### src/rtl/oh_cell2_tester.sv
// Stimulus/response engine for a 2-input stdcell: sweeps {a,b} = 00..11, waits a
// settle time, samples the synchronized cell output and scores it against TRUTH.
module oh_cell2_tester #(
    parameter logic [3:0] TRUTH  = 4'b0001,
    parameter int         SETTLE = 4,
    parameter int         LOOPS  = 1,
    parameter int         ECW    = 8
) (
    input  logic           clk,
    input  logic           nreset,
    input  logic           start,
    output logic           a,
    output logic           b,
    input  logic           z,
    output logic           busy,
    output logic           done,
    output logic           pass,
    output logic [ECW-1:0] err_count,
    output logic [3:0]     err_vec
);

    // Two synchronizer stages plus one sample cycle need at least two settle cycles.
    localparam int         SETTLE_EFF = (SETTLE < 2) ? 2 : SETTLE;
    localparam int         LOOPS_EFF  = (LOOPS < 1) ? 1 : LOOPS;
    localparam logic [7:0] CNT_LOAD   = 8'(SETTLE_EFF - 1);
    localparam logic [7:0] LAST_LOOP  = 8'(LOOPS_EFF - 1);

    typedef enum logic [1:0] {
        ST_IDLE,
        ST_SETTLE,
        ST_SAMPLE,
        ST_DONE
    } state_t;

    state_t         r_state;
    logic [1:0]     r_idx;
    logic [7:0]     r_loop;
    logic [7:0]     r_count;
    logic           r_busy;
    logic           r_done;
    logic           r_pass;
    logic [ECW-1:0] r_errCount;
    logic [3:0]     r_errVec;
    logic           r_zMeta;
    logic           r_zSync;

    logic           w_mismatch;
    logic           w_errMax;
    logic           w_lastSample;

    // Case-inequality so that an X or Z from the cell is scored as a failure.
    assign w_mismatch   = (r_zSync !== TRUTH[r_idx]);
    assign w_errMax     = (r_errCount == {ECW{1'b1}});
    assign w_lastSample = (r_idx == 2'd3) && (r_loop == LAST_LOOP);

    always_ff @(posedge clk or negedge nreset) begin
        if (!nreset) begin
            r_zMeta <= 1'b0;
            r_zSync <= 1'b0;
        end else begin
            r_zMeta <= z;
            r_zSync <= r_zMeta;
        end
    end

    always_ff @(posedge clk or negedge nreset) begin
        if (!nreset) begin
            r_state    <= ST_IDLE;
            r_idx      <= 2'd0;
            r_loop     <= 8'd0;
            r_count    <= 8'd0;
            r_busy     <= 1'b0;
            r_done     <= 1'b0;
            r_pass     <= 1'b0;
            r_errCount <= '0;
            r_errVec   <= 4'd0;
        end else begin
            case (r_state)
                ST_IDLE, ST_DONE: begin
                    if (start) begin
                        r_idx      <= 2'd0;
                        r_loop     <= 8'd0;
                        r_count    <= CNT_LOAD;
                        r_busy     <= 1'b1;
                        r_done     <= 1'b0;
                        r_pass     <= 1'b0;
                        r_errCount <= '0;
                        r_errVec   <= 4'd0;
                        r_state    <= ST_SETTLE;
                    end
                end
                ST_SETTLE: begin
                    if (r_count == 8'd0) begin
                        r_state <= ST_SAMPLE;
                    end else begin
                        r_count <= r_count - 8'd1;
                    end
                end
                ST_SAMPLE: begin
                    if (w_mismatch) begin
                        if (!w_errMax) begin
                            r_errCount <= r_errCount + 1'b1;
                        end
                        r_errVec[r_idx] <= 1'b1;
                    end
                    // The final sample's own result must be folded into pass here.
                    if (w_lastSample) begin
                        r_busy  <= 1'b0;
                        r_done  <= 1'b1;
                        r_pass  <= !w_mismatch && (r_errVec == 4'd0);
                        r_state <= ST_DONE;
                    end else begin
                        if (r_idx == 2'd3) begin
                            r_loop <= r_loop + 8'd1;
                        end
                        r_idx   <= r_idx + 2'd1;
                        r_count <= CNT_LOAD;
                        r_state <= ST_SETTLE;
                    end
                end
                default: r_state <= ST_IDLE;
            endcase
        end
    end

    assign a         = r_idx[1];
    assign b         = r_idx[0];
    assign busy      = r_busy;
    assign done      = r_done;
    assign pass      = r_pass;
    assign err_count = r_errCount;
    assign err_vec   = r_errVec;

endmodule

### config.mk
export PLATFORM = sky130hd
export DESIGN_NAME = oh_cell2_tester
export DESIGN_NICKNAME = d
export VERILOG_FILES = /design/src/rtl/oh_cell2_tester.sv
export SDC_FILE = /design/constraint.sdc
export NUM_CORES = 1
export LEC_CHECK = 0
export BUFFER_PORTS_ARGS = -buffer_cell sky130_fd_sc_hd__buf_2
export CAP_MARGIN = 20
export CORE_MARGIN = 2
export CORE_UTILIZATION = 54
export CTS_CLUSTER_DIAMETER = 40
export DETAILED_ROUTE_END_ITERATION = 8
export GPL_ROUTABILITY_DRIVEN = 0
export HOLD_SLACK_MARGIN = 0.15
export PLACE_DENSITY = 0.74
export SKIP_LAST_GASP = 1
export SLEW_MARGIN = 20
export SYNTH_ARGS = -nofsm -noshare
export SYNTH_HDL_FRONTEND = slang
export SYNTH_SLANG_ARGS = --single-unit
### constraint.sdc
create_clock -name clk -period 6.85 [get_ports clk]
set_clock_uncertainty 0.2 [all_clocks]
set_input_delay 0.3425 -clock clk [delete_from_list [all_inputs] [get_ports clk]]
set_output_delay 0.3425 -clock clk [all_outputs]
set_load 0.02 [all_outputs]
# [Yosys cells after proc, flatten, opt, wreduce, memory -nomap -nowiden]
# Cells that the tools add are included.
[word_totals] reg_bits=37 inputBits=4 word_cells=82
[op_classes] addsub=4 n_lt_le_gt_ge=2 n_eq_ne=14 n_mux=33 bitwise=1 reduce_logical=17
[ops] cell="8-bit two-way mux" count=8
[ops] cell="8-bit one-hot mux with 2 select lines" count=2
[ops] cell="8-bit one-hot mux with 3 select lines" count=1
[ops] cell="8-bit by 1-bit adder with 8-bit output, second input constant" count=2
[ops] cell="8-bit logical NOT" count=2
[ops] cell="2-bit != test, second input constant" count=8
[ops] cell="3-bit AND reduction" count=4
[ops] cell="2-bit two-way mux" count=5
[ops] cell="8-bit equality test, second input constant" count=1
[ops] cell="4-bit two-way mux" count=2
[ops] cell="4-bit one-hot mux with 2 select lines" count=1
[ops] cell="4-bit AND reduction" count=2
[ops] cell="8-bit by 1-bit subtractor with 8-bit output, second input constant" count=1
[ops] cell="1-bit two-way mux" count=7
[ops] cell="2-bit equality test, second input constant" count=3
[ops] cell="1-bit one-hot mux with 2 select lines" count=3
[ops] cell="2-bit one-hot mux with 3 select lines" count=1
[ops] cell="4-bit logical NOT" count=1
[ops] cell="4-bit bitwise OR" count=1
[ops] cell="2-bit one-hot mux with 2 select lines" count=1
[ops] cell="1-bit logical AND" count=3
[ops] cell="2-bit by 3-bit < comparator with 1-bit output, second input constant" count=1
[ops] cell="2-bit by 1-bit adder with 2-bit output, second input constant" count=1
[ops] cell="1-bit binary-select mux with 2-bit select" count=1
[ops] cell="other kinds (9)" count=9

# [Depth between registers and ports, before layout]
# Gate-level depths: netlist (run 1).
[depth] ltp_word=7 mapped_depth=8 depth_no_buf=6

# [Worst setup path after synthesis (run 1)]
# Ideal clock, no wire load.
[synth_timing] kind="register -> register" start="reg r_idx[1]" end="reg r_errCount[0], in the netlist err_count[0]" setup_time_ns=0.125 arrival_ns=1.849 path_slack_ns=4.677 path_stages_with_launch=7 period_less_slack_ns=2.173 path_cell_list="dfrtp_1 inv_1 ha_1 xnor2_1 a21oi_2 o21ai_1 mux2_2"
[synth_via] elab_chain_cells=5
[synth_rtl] item="start: declaration" line="36" source="logic [1:0] r_idx;"
[synth_rtl] item="start signal: assignment" line="116" source="r_idx <= r_idx + 2'd1;"
[synth_rtl] item="1-bit binary-select mux with 2-bit select" line="52" source="assign w_mismatch = (r_zSync !== TRUTH[r_idx]);"
[synth_rtl] item="1-bit two-way mux (not written as such)" line="52"
[synth_rtl] item="1-bit case inequality test" line="52"
[synth_rtl] item="2-bit != test (no source line)"
[synth_rtl] item="4-bit AND reduction (no source line)"
[synth_rtl] item="end signal: assignment" line="102" source="r_errCount <= r_errCount + 1'b1;"
[synth_rtl] item="end: declaration" line="42" source="logic [ECW-1:0] r_errCount;"
# Every way passes these cells. The select of a mux whose other input is x is not followed.
# A chain may end at the register's enable or synchronous reset.

# [Final worst setup path (run 1)]
[layout_timing] start="reg r_state[0]" end="reg r_errCount[3], in the netlist err_count[3]"
[layout_via] elab_chain_cells=4 word_cells_on_any_way=10 classes_between="eq/ne: 5; mux: 1; reduce/logical: 4"
[layout_rtl] item="start: declaration" line="35" source="state_t r_state;"
[layout_rtl] item="start signal: assignment" line="68" source="r_state <= ST_IDLE;"
[layout_rtl] item="start signal: assignment" line="89" source="r_state <= ST_SETTLE;"
[layout_rtl] item="start signal: assignment" line="94" source="r_state <= ST_SAMPLE;"
[layout_rtl] item="2-bit equality test / 2-bit logical NOT (equally long branches)" line="78" source="case (r_state)"
[layout_rtl] item="2-bit OR reduction" line="78"
[layout_rtl] item="2-bit != test (no source line) / 2-bit nonzero test (equally long branches)"
[layout_rtl] item="4-bit AND reduction (no source line)"
# Several ways; a longest one is shown, not always the timed one.

==> results of run 1 <==
[layout make-up]
class / instances / area (um2) / share of cell area, %
Multi-Input combinational cell: 160 / 1110 / 46.6
Inverter: 13 / 48.8 / 2.04
Clock inverter: 2 / 37.5 / 1.57
Timing Repair Buffer: 22 / 120 / 5.03
Clock buffer: 6 / 82.6 / 3.46
Sequential cell: 37 / 926 / 38.8
Tap cell: 48 / 60.1 / 2.51
[critical path: cells and delay by family (launching register included)]
family | cells | cell delay (ps)
AOI/OAI and AO/OA | 3 | 1080
muxes | 1 | 330
adders and majority gates | 1 | 640
buffers and inverters | 1 | 90
DFF | 1 | 400
[logic make-up (layout without fill, tap and decap cells)]
logic type / count (synthesis) / after routing / synth area share [%]
DFF: 37 / 37 / 43.2
xor gates and xnor gates: 1 / 1 / 0.409
AOI/OAI and AO/OA: 57 / 57 / 20.2
buffers and inverters: 20 / 43 / 4.73
and+or+nand+nor: 84 / 84 / 21.5
adders and majority gates: 12 / 12 / 7.01
muxes: 6 / 6 / 2.92
[per-stage QoR]
stage          utilization (%)  std cells  setup slack [ps]
2_1_floorplan                -        217              4680
3_3_place_gp              60.1        278              4180
3_5_place_dp              60.1        278              4040
4_1_cts                   63.8        288              4040
5_1_grt                   63.8        288              3750
6_report                  63.8        288              3990
[power by group]
group,switching [uW],internal [uW],leakage (uW)
Clock,79.0,118,0.0000574
Sequential,41.6,255,0.000494
Combinational,199,109,0.000612
[cell usage in the layout (no fill, tap or decap), drive strengths merged, types with 2 or more instances in the layout]
master        n
buf          20
ha           12
and3          7
o31ai         4
a21oi         9
o21ai        12
dlygate4sd3   2
dfrtp        37
clkbuf        6
a311oi        2
and2          3
nor2         10
nor4          4
nor3         11
or3           2
mux2i         4
o41ai         3
nand2        17
or4           2
a211o         2
nand3        16
a21o          5
a22o          5
o21a          2
nand4         2
inv          13
a221o         3
nand2b        3
o211ai        2
o32ai         2
mux2          2
[sequential cells by signal (all words and copies together), names as in the netlist]
signal,flops
busy,1
done,1
err_count,8
err_vec,4
pass,1
r_count,8
r_idx,2
r_loop,8
r_state,2
r_zMeta,1
r_zSync,1
[worst min path at each step]
| stage | from | endpoint | slack [ps] | cells after the start |
|---|---|---|---|---|
| after detailed placement | r_zMeta | r_zSync | 150 | 0 |
| after global routing | r_zMeta | r_zSync | 180 | 0 |
| after floorplan | nreset | busy | -150 | 0 |
| final | r_zMeta | r_zSync | 160 | 0 |
| after global placement | r_zMeta | r_zSync | 140 | 0 |
| after CTS | r_zMeta | r_zSync | 160 | 0 |
[layer usage]
layer	up-vias	GRT usage, %	share of wire [%]
met3	7	5.07	3.2
met2	34	38.0	47
li1	857	-	-
met1	842	31.2	49
met5	-	0	0
met4	0	6.12	1.1
==> run_results.csv, run 1 <==
group,metric,value,unit
detailed_routing,dr.pass1.iters,4,
final_layout,drive_gt1_share,17.5,%
timing,hold_viol_final,0,
synth,synth_edf_count,0,
place,port_buffers,20,
floorplanning,dieArea,4480,um2
outcome,outcome,"finished clean",
cts,path_clk_slew,80,ps
detailed_routing,detail-route-antenna-nets,0,
worst_setup_path,crit_type,"flip-flop to flip-flop",
cts,cts_buffers,5,
worst_setup_path,cp_max_fo,22,
synth,syn-cell-area,2140,um2
worst_setup_path,cp-startpoint,"r_state[0]",
cts,htree_levels,2,
cts,cts_tree,"yes",
cts,clk-insertion-delay-late,290,ps
timing,tns,0,ps
worst_setup_path,r2r_slack,3990,ps
worst_setup_path,cp_slowest_cell,"ha_1",
grt,grt_max_degree,38,
worst_setup_path,reg2reg_depth,6,
timing,rsz0062_at_grt,"false",
detailed_routing,vias_per_cell,6.04,
synth,synth_seq_cells,37,
synth,ys_async_sr_fraction,100,%
detailed_routing,detail_route.iter0.violations,188,
synth,synthCells,217,
synth,syn_nets,233,
floorplanning,rows,22,
worst_hold_path,hp-class,"flip-flop to flip-flop",
timing,worst_pin_slew,820,ps
grt,antenna_found_initial,0,
cts,clockBufferDepth,2,
detailed_routing,drcViolationCount,0,
timing,slew_headroom,45.3,%
final_layout,design_area,2390,um2
timing,clock.fmax,350,MHz
power_and_ir_drop,power,802,uW
synth,synth_top_cell_area_share,43.2,%
place,dpl_cell_area,2250,um2
worst_setup_path,reg2reg_from,"r_state[0]",
synth,ys.flop_type,"dfrtp_1",
worst_setup_path,cp.arrival,2840,ps
place,dp_hpwl,3160,um
worst_setup_path,reg2reg_to,"err_count[3]",
grt,grt_pass1_vias,1616,
cts,cts-root-buf,"clkbuf_8",
floorplanning,start_util,57.2,%
power_and_ir_drop,p_leak,0.00116,uW
power_and_ir_drop,worst_ir_drop_vdd,0.228,mV
final_layout,nets,255,
synth,ys_types,54,
worst_setup_path,cp-start-kind,"flip-flop",
worst_setup_path,critPathCapture,"err_count[3]",
synth,synth.most_common_cell,"dfrtp_1",
synth,synth-seq-area-share,43.2,%
detailed_routing,routed-via-count,1740,
timing,setup_viol,0,
final_layout,fillers,325,
timing,final.period_utilization,41.7,%
synth,synthTopCellsByArea,"dfrtp_1 43%, ha_1 7.0%, nand3_1 3.7%, nand2_1 3.0%, o21ai_0 2.6%",
synth,ys_top_cells_by_count,"37 x dfrtp_1, 17 x nand2_1, 16 x nand3_1, 13 x inv_1, 12 x ha_1",
grt,track_usage,23.2,%
worst_setup_path,crit_chain,"inv_1 -> ha_1 -> mux2i_1 -> a21oi_2 -> o21ai_1 -> a221o_1",
cts,post-cts-setup-buffer-count,0,
timing,slew_viol_final,0,
final_layout,synthToLayoutAreaGrowth,11.6,%
floorplanning,ios,21,
floorplanning,core,3740,um2
worst_setup_path,end_kind,"flip-flop",
detailed_routing,drt-total-wl,4520,um
floorplanning,die_y,67.0,um
detailed_routing,routedWlPerCell,15.7,um
grt,grt_pass1_wl,7800,um
cts,cts_sinks,37,
worst_setup_path,worstPathRequired,6830,ps
timing,period_minus_slack,2860,ps
final_layout,n_antenna_cell,0,
floorplanning,die_x,67.0,um
power_and_ir_drop,powerDensity,336,nW/um2
timing,hold_ws,157,ps
synth,avgSynthCellArea,9.87,um2
cts,cts_resized,0,
synth,post-synth-top-area-cell,"dfrtp_1",
grt,grt_overflow_total,0,
synth,yosysWarnings,0,
cts,holdBufCountCts,2,
worst_setup_path,slowest_delay,640,ps
run,cap_violations,0,
Note: power is estimated with default switching activity, not from simulation.
==> inputs of run 2 (changes only) <==
--- a/config.mk
+++ b/config.mk
@@ -5,6 +5,7 @@
 export SDC_FILE = /design/constraint.sdc
 export NUM_CORES = 1
 export LEC_CHECK = 0
+export ABC_AREA = 1
 export BUFFER_PORTS_ARGS = -buffer_cell sky130_fd_sc_hd__buf_2
 export CAP_MARGIN = 20
 export CORE_MARGIN = 2
==> constraint.sdc (replaced) <==
create_clock -name clk -period 2.72 [get_ports clk]
set_clock_uncertainty 0.2 [all_clocks]
set_input_delay 0.136 -clock clk [delete_from_list [all_inputs] [get_ports clk]]
set_output_delay 0.136 -clock clk [all_outputs]
set_load 0.02 [all_outputs]
==> run_results.csv, run 2 <==
group,metric,value,unit
worst_setup_path,worstPathRequired,2730,ps
synth,synth_edf_count,0,
final_layout,layout_commonest_cell,"nand2_1",
timing,clock.fmax,507,MHz
detailed_routing,dr.pass1.iters,4,
grt,antenna_found_initial,0,
worst_setup_path,reg2reg_from,"r_state[0]",
final_layout,n_antenna_cell,0,
synth,synthTopCellsByArea,"dfrtp_1 41%, nand2_1 16%, ha_1 6.7%, inv_1 5.7%, nand3_1 5.6%",
timing,slew_headroom,45.6,%
power_and_ir_drop,power_frac_comb,47.4,%
worst_setup_path,cp_max_fo,16,
final_layout,nets,330,
worst_setup_path,crit_type,"flip-flop to flip-flop",
cts,cts_sinks,37,
final_layout,final_cell_mix,"94 x nand2_1, 37 x dfrtp_1, 34 x inv_1",
floorplanning,dieArea,4680,um2
floorplanning,die_y,68.4,um
place,dp_hpwl,3110,um
power_and_ir_drop,clock_power_share,17.5,%
timing,tns,0,ps
synth,synthCells,289,
detailed_routing,drcViolationCount,0,
synth,ys_types,29,
detailed_routing,routed-via-count,1872,
timing,rsz0062_at_grt,"false",
worst_hold_path,hp-class,"flip-flop to flip-flop",
synth,ys_async_sr_fraction,100,%
synth,avgSynthCellArea,7.75,um2
grt,grt_max_degree,38,
synth,ys.flop_type,"dfrtp_1",
grt,grt_pass1_wl,6780,um
detailed_routing,drt-total-wl,4220,um
power_and_ir_drop,p_sw_share,46.4,%
synth,ys_top_cells_by_count,"94 x nand2_1, 37 x dfrtp_1, 34 x inv_1, 25 x nand3_1, 19 x nor2_1",
cts,cts_tree,"yes",
power_and_ir_drop,worst_ir_drop_vdd,0.591,mV
synth,syn-cell-area,2240,um2
cts,cts-root-buf,"clkbuf_8",
cts,clk-insertion-delay-late,290,ps
floorplanning,start_util,56.0,%
worst_setup_path,r2r_slack,750,ps
floorplanning,core,4000,um2
timing,worst_pin_slew,815,ps
final_layout,synthToLayoutAreaGrowth,10.1,%
cts,clockBufferDepth,2,
cts,cts_buffers,5,
synth,post-synth-top-area-cell,"dfrtp_1",
power_and_ir_drop,p_int,1170,uW
grt,track_usage,19.4,%
run,cap_violations,0,
synth,synth.most_common_cell,"nand2_1",
floorplanning,die_x,68.4,um
timing,final.period_utilization,72.5,%
synth,synth-seq-area-share,41.3,%
detailed_routing,detail_route.iter0.violations,116,
timing,hold_viol_final,0,
synth,yosysWarnings,0,
outcome,outcome,"finished clean",
place,port_buffers,20,
power_and_ir_drop,power_frac_seq,35.0,%
timing,slew_viol_final,0,
timing,period_minus_slack,1970,ps
timing,setup_viol,0,
final_layout,final_core_util,61.7,%
grt,grt_overflow_total,0,
worst_setup_path,reg2reg_to,"err_count[1]",
final_layout,drive_gt1_share,15.2,%
detailed_routing,routedWlPerCell,11.6,um
cts,htree_levels,2,
worst_setup_path,end_kind,"flip-flop",
synth,synth_seq_cells,37,
floorplanning,ios,21,
grt,grt_pass1_vias,1583,
worst_hold_path,hold_path_end,"r_zSync",
worst_setup_path,cp.arrival,1980,ps
power_and_ir_drop,power.net_switching,1010,uW
detailed_routing,vias_per_cell,5.13,
worst_hold_path,min_from,"r_zMeta",
synth,synth_top_cell_area_share,41.3,%
power_and_ir_drop,powerDensity,885,nW/um2
floorplanning,rows,23,
synth,syn_nets,305,
power_and_ir_drop,p_leak,0.00127,uW
worst_setup_path,cp-start-kind,"flip-flop",
worst_setup_path,reg2reg_depth,6,
final_layout,fillers,359,
detailed_routing,detail-route-antenna-nets,0,
cts,path_clk_slew,80,ps
worst_hold_path,min_path_cells,0,
run 2: power by group through the flow:
| stage | Sequential (uW) | Combinational (uW) | Clock (uW) |
|---|---|---|---|
| floorplan | 796 | 877 | 0 |
| global placement | 770 | 1000 | 0 |
| detailed placement | 775 | 1030 | 0 |
| CTS | 765 | 1040 | 393 |
| global route | 780 | 1170 | 417 |
| finish | 765 | 1040 | 383 |
run 2: critical path, cell delays in order, from the launching register on:
cell and delay [ps]:
dfrtp_1 420, inv_1 70, ha_1 380, nor2_1 130, nor2_2 170, nand3_2 260
o21ai_1 250
run 2: cells by family after synthesis:
kind of cell    count (synthesis)  share of synthesized area (%)
fa+ha+maj                      12                           6.70
simple gates                  164                           34.3
flops                          37                           41.3
buf+inv                        41                           8.54
compound gates                 31                           7.59
xor+xnor                        4                           1.56
run 2: stage by stage:
step                      instances  power, uW  setup slack [ps]  instance area (um2)  hold slack [ps]
final                           365       2180               748                 2470              155
after global routing            365       2370               575                 2470              164
after CTS                       365       2200               739                 2470              157
after floorplan                 289       1670               978                 2240             -360
after global placement          354       1770               838                 2350             45.4
after detailed placement        354       1810               756                 2350             45.7
run 2: layer usage:
layer  track usage (%)  share of wire (%)
met1              24.7                 49
met2              31.9                 47
met3              3.95                2.9
met4              8.25                1.5
met5                 0                  0
run 2: cell type report:
| cell class | count | area, um2 | area share [%] |
|---|---|---|---|
| Clock buffer | 5 | 68.8 | 2.79 |
| Clock inverter | 3 | 17.5 | 0.710 |
| Inverter | 35 | 131 | 5.32 |
| Multi-Input combinational cell | 211 | 1120 | 45.5 |
| Sequential cell | 37 | 926 | 37.5 |
| Tap cell | 50 | 62.6 | 2.54 |
| Timing Repair Buffer | 24 | 138 | 5.58 |
run 2: worst max-delay path by stage:
| stage | start | slack (ps) | endpoint |
|---|---|---|---|
| global placement | r_state[0] | 840 | r_count[2] |
| floorplan | r_idx[1] | 980 | err_count[5] |
| CTS | r_state[0] | 740 | err_count[1] |
| finish | r_state[0] | 750 | err_count[1] |
| global route | r_state[0] | 570 | err_count[6] |
| detailed placement | r_state[0] | 760 | err_count[1] |
run 2: what timing repair did:
action                    CTS  global route
hold buffers                3             0
resized for setup           0             0
setup buffers               0             0
hold endpoints to repair   39             0
==> inputs of run 3 (changes only) <==
==> constraint.sdc (replaced) <==
create_clock -name clk -period 1.9 [get_ports clk]
set_clock_uncertainty 0.2 [all_clocks]
set_input_delay 0.095 -clock clk [delete_from_list [all_inputs] [get_ports clk]]
set_output_delay 0.095 -clock clk [all_outputs]
set_load 0.02 [all_outputs]
==> run_results.csv, run 3 (same netlist as run 2, synthesis figures left out) <==
group,metric,value,unit
worst_setup_path,crit_top_cell,"inv_2",
timing,hold_viol_final,0,
timing,rsz0062_at_grt,"true",
grt,grt_max_degree,26,
detailed_routing,vias_per_cell,5.12,
final_layout,final_core_util,65.5,%
detailed_routing,detail_route.iter0.violations,109,
detailed_routing,routedWlPerCell,11.7,um
timing,worst_pin_slew,559,ps
timing,slew_headroom,62.7,%
cts,path_clk_slew,80,ps
final_layout,drive_gt1_share,18.8,%
floorplanning,start_util,56.0,%
cts,cts_buffers,5,
floorplanning,rows,23,
final_layout,fillers,343,
timing,slew_viol_final,0,
outcome,outcome,"finished clean",
worst_setup_path,cp-start-kind,"flip-flop",
final_layout,layout_commonest_cell,"nand2_1",
cts,clockBufferDepth,2,
cts,cts_tree,"yes",
timing,final.period_utilization,96.2,%
worst_setup_path,slowest_delay,400,ps
power_and_ir_drop,powerDensity,1380,nW/um2
final_layout,synthToLayoutAreaGrowth,17.0,%
final_layout,nets,340,
grt,antenna_found_initial,0,
detailed_routing,dr.pass1.iters,5,
final_layout,final_cell_mix,"93 x nand2_1, 37 x dfrtp_1, 33 x inv_1",
cts,cts-root-buf,"clkbuf_8",
floorplanning,core,4000,um2
worst_setup_path,cp_max_fo,12,
run,cap_violations,0,
timing,setup_viol,0,
power_and_ir_drop,worst_ir_drop_vdd,0.928,mV
place,place_ws,-8.98,ps
power_and_ir_drop,p_leak,0.00135,uW
worst_setup_path,end_kind,"flip-flop",
detailed_routing,detail-route-antenna-nets,0,
worst_setup_path,r2r_slack,70,ps
place,dp_hpwl,3110,um
place,port_buffers,20,
worst_hold_path,hp-class,"flip-flop to flip-flop",
floorplanning,die_x,68.4,um
worst_setup_path,worstPathRequired,1880,ps
floorplanning,die_y,68.4,um
detailed_routing,drcViolationCount,0,
power_and_ir_drop,power,3610,uW
floorplanning,dieArea,4680,um2
timing,clock.fmax,547,MHz
final_layout,seq_area,926,um2
final_layout,multiInputGateArea,1160,um2
timing,period_minus_slack,1830,ps
worst_setup_path,crit_chain,"inv_1 -> ha_2 -> inv_2 -> nor2_2 -> inv_2 -> buf_4 -> nand3_4 -> o21ai_0",
worst_setup_path,cp.arrival,1800,ps
grt,grt_pass1_vias,1681,
grt,track_usage,20.6,%
timing,fin_ws,72.6,ps
grt,grt_pass1_wl,7190,um
worst_setup_path,crit_type,"flip-flop to flip-flop",
grt,grt_overflow_total,0,
worst_setup_path,cp_slowest_cell,"dfrtp_1",
detailed_routing,drt-total-wl,4390,um
final_layout,n_antenna_cell,0,
cts,htree_levels,2,
detailed_routing,routed-via-count,1920,
floorplanning,ios,21,
cts,cts_sinks,37,
cts,clk-insertion-delay-late,300,ps
run 3: final cells by class:
cell class	instances	area share (%)
clock buffers	5	2.63
clock inverters	3	2.63
inverters	35	5.01
multi-input cells	212	44.1
flip-flops and latches	37	35.3
well taps	50	2.39
repair buffers	33	7.92
run 3: timing repair:
action,4_1_cts,5_1_grt
buffers inserted,0,5
gates cloned,0,1
pin swaps,0,1
hold buffers,4,0
endpoints found under the hold margin,39,0
resized for setup,0,6
setup endpoints to repair,2,29
run 3: worst paths after layout:
kind                            depth (start not counted)          to        from
worst max-delay path                                    8   r_loop[5]  r_state[0]
min in group asynchronous                               3        done      nreset
worst max register to register                          8   r_loop[5]  r_state[0]
worst min-delay path                                    0     r_zSync     r_zMeta
max in group asynchronous                               4  r_count[1]      nreset
worst min register to register                          0     r_zSync     r_zMeta
run 3: stage by stage:
stage               hold WS (ps)  TNS [ps]  cell area [um2]  cells
floorplan                   -401         0             2240    289
CTS                          160     -21.7             2550    369
detailed placement         -79.7     -8.98             2370    357
global route                 188      -107             2620    375
finish                       159         0             2620    375
global placement           -84.6         0             2370    357
run 3: report_power, final:
part	internal [uW]	switching, uW
clock	529	306
combinational	600	1080
sequential	943	145
total	2070	1530
run 3: routing by layer:
layer	vias to the layer above	track usage [%]	part of all wire, %
met2	36	33.2	47
li1	993	-	-
met5	-	0	0
met1	883	25.8	48
met4	0	8.00	1.8
met3	8	6.25	3.7
run 3: worst max-delay path, delay by kind of cell, from the launching register on:
| family | cells | cell delay, ps |
|---|---|---|
| AO/OA/AOI/OAI | 1 | 110 |
| adder cells (fa/ha/maj) | 1 | 340 |
| buffers and inverters | 4 | 390 |
| flip-flops | 1 | 400 |
| AND/OR/NAND/NOR | 2 | 260 |
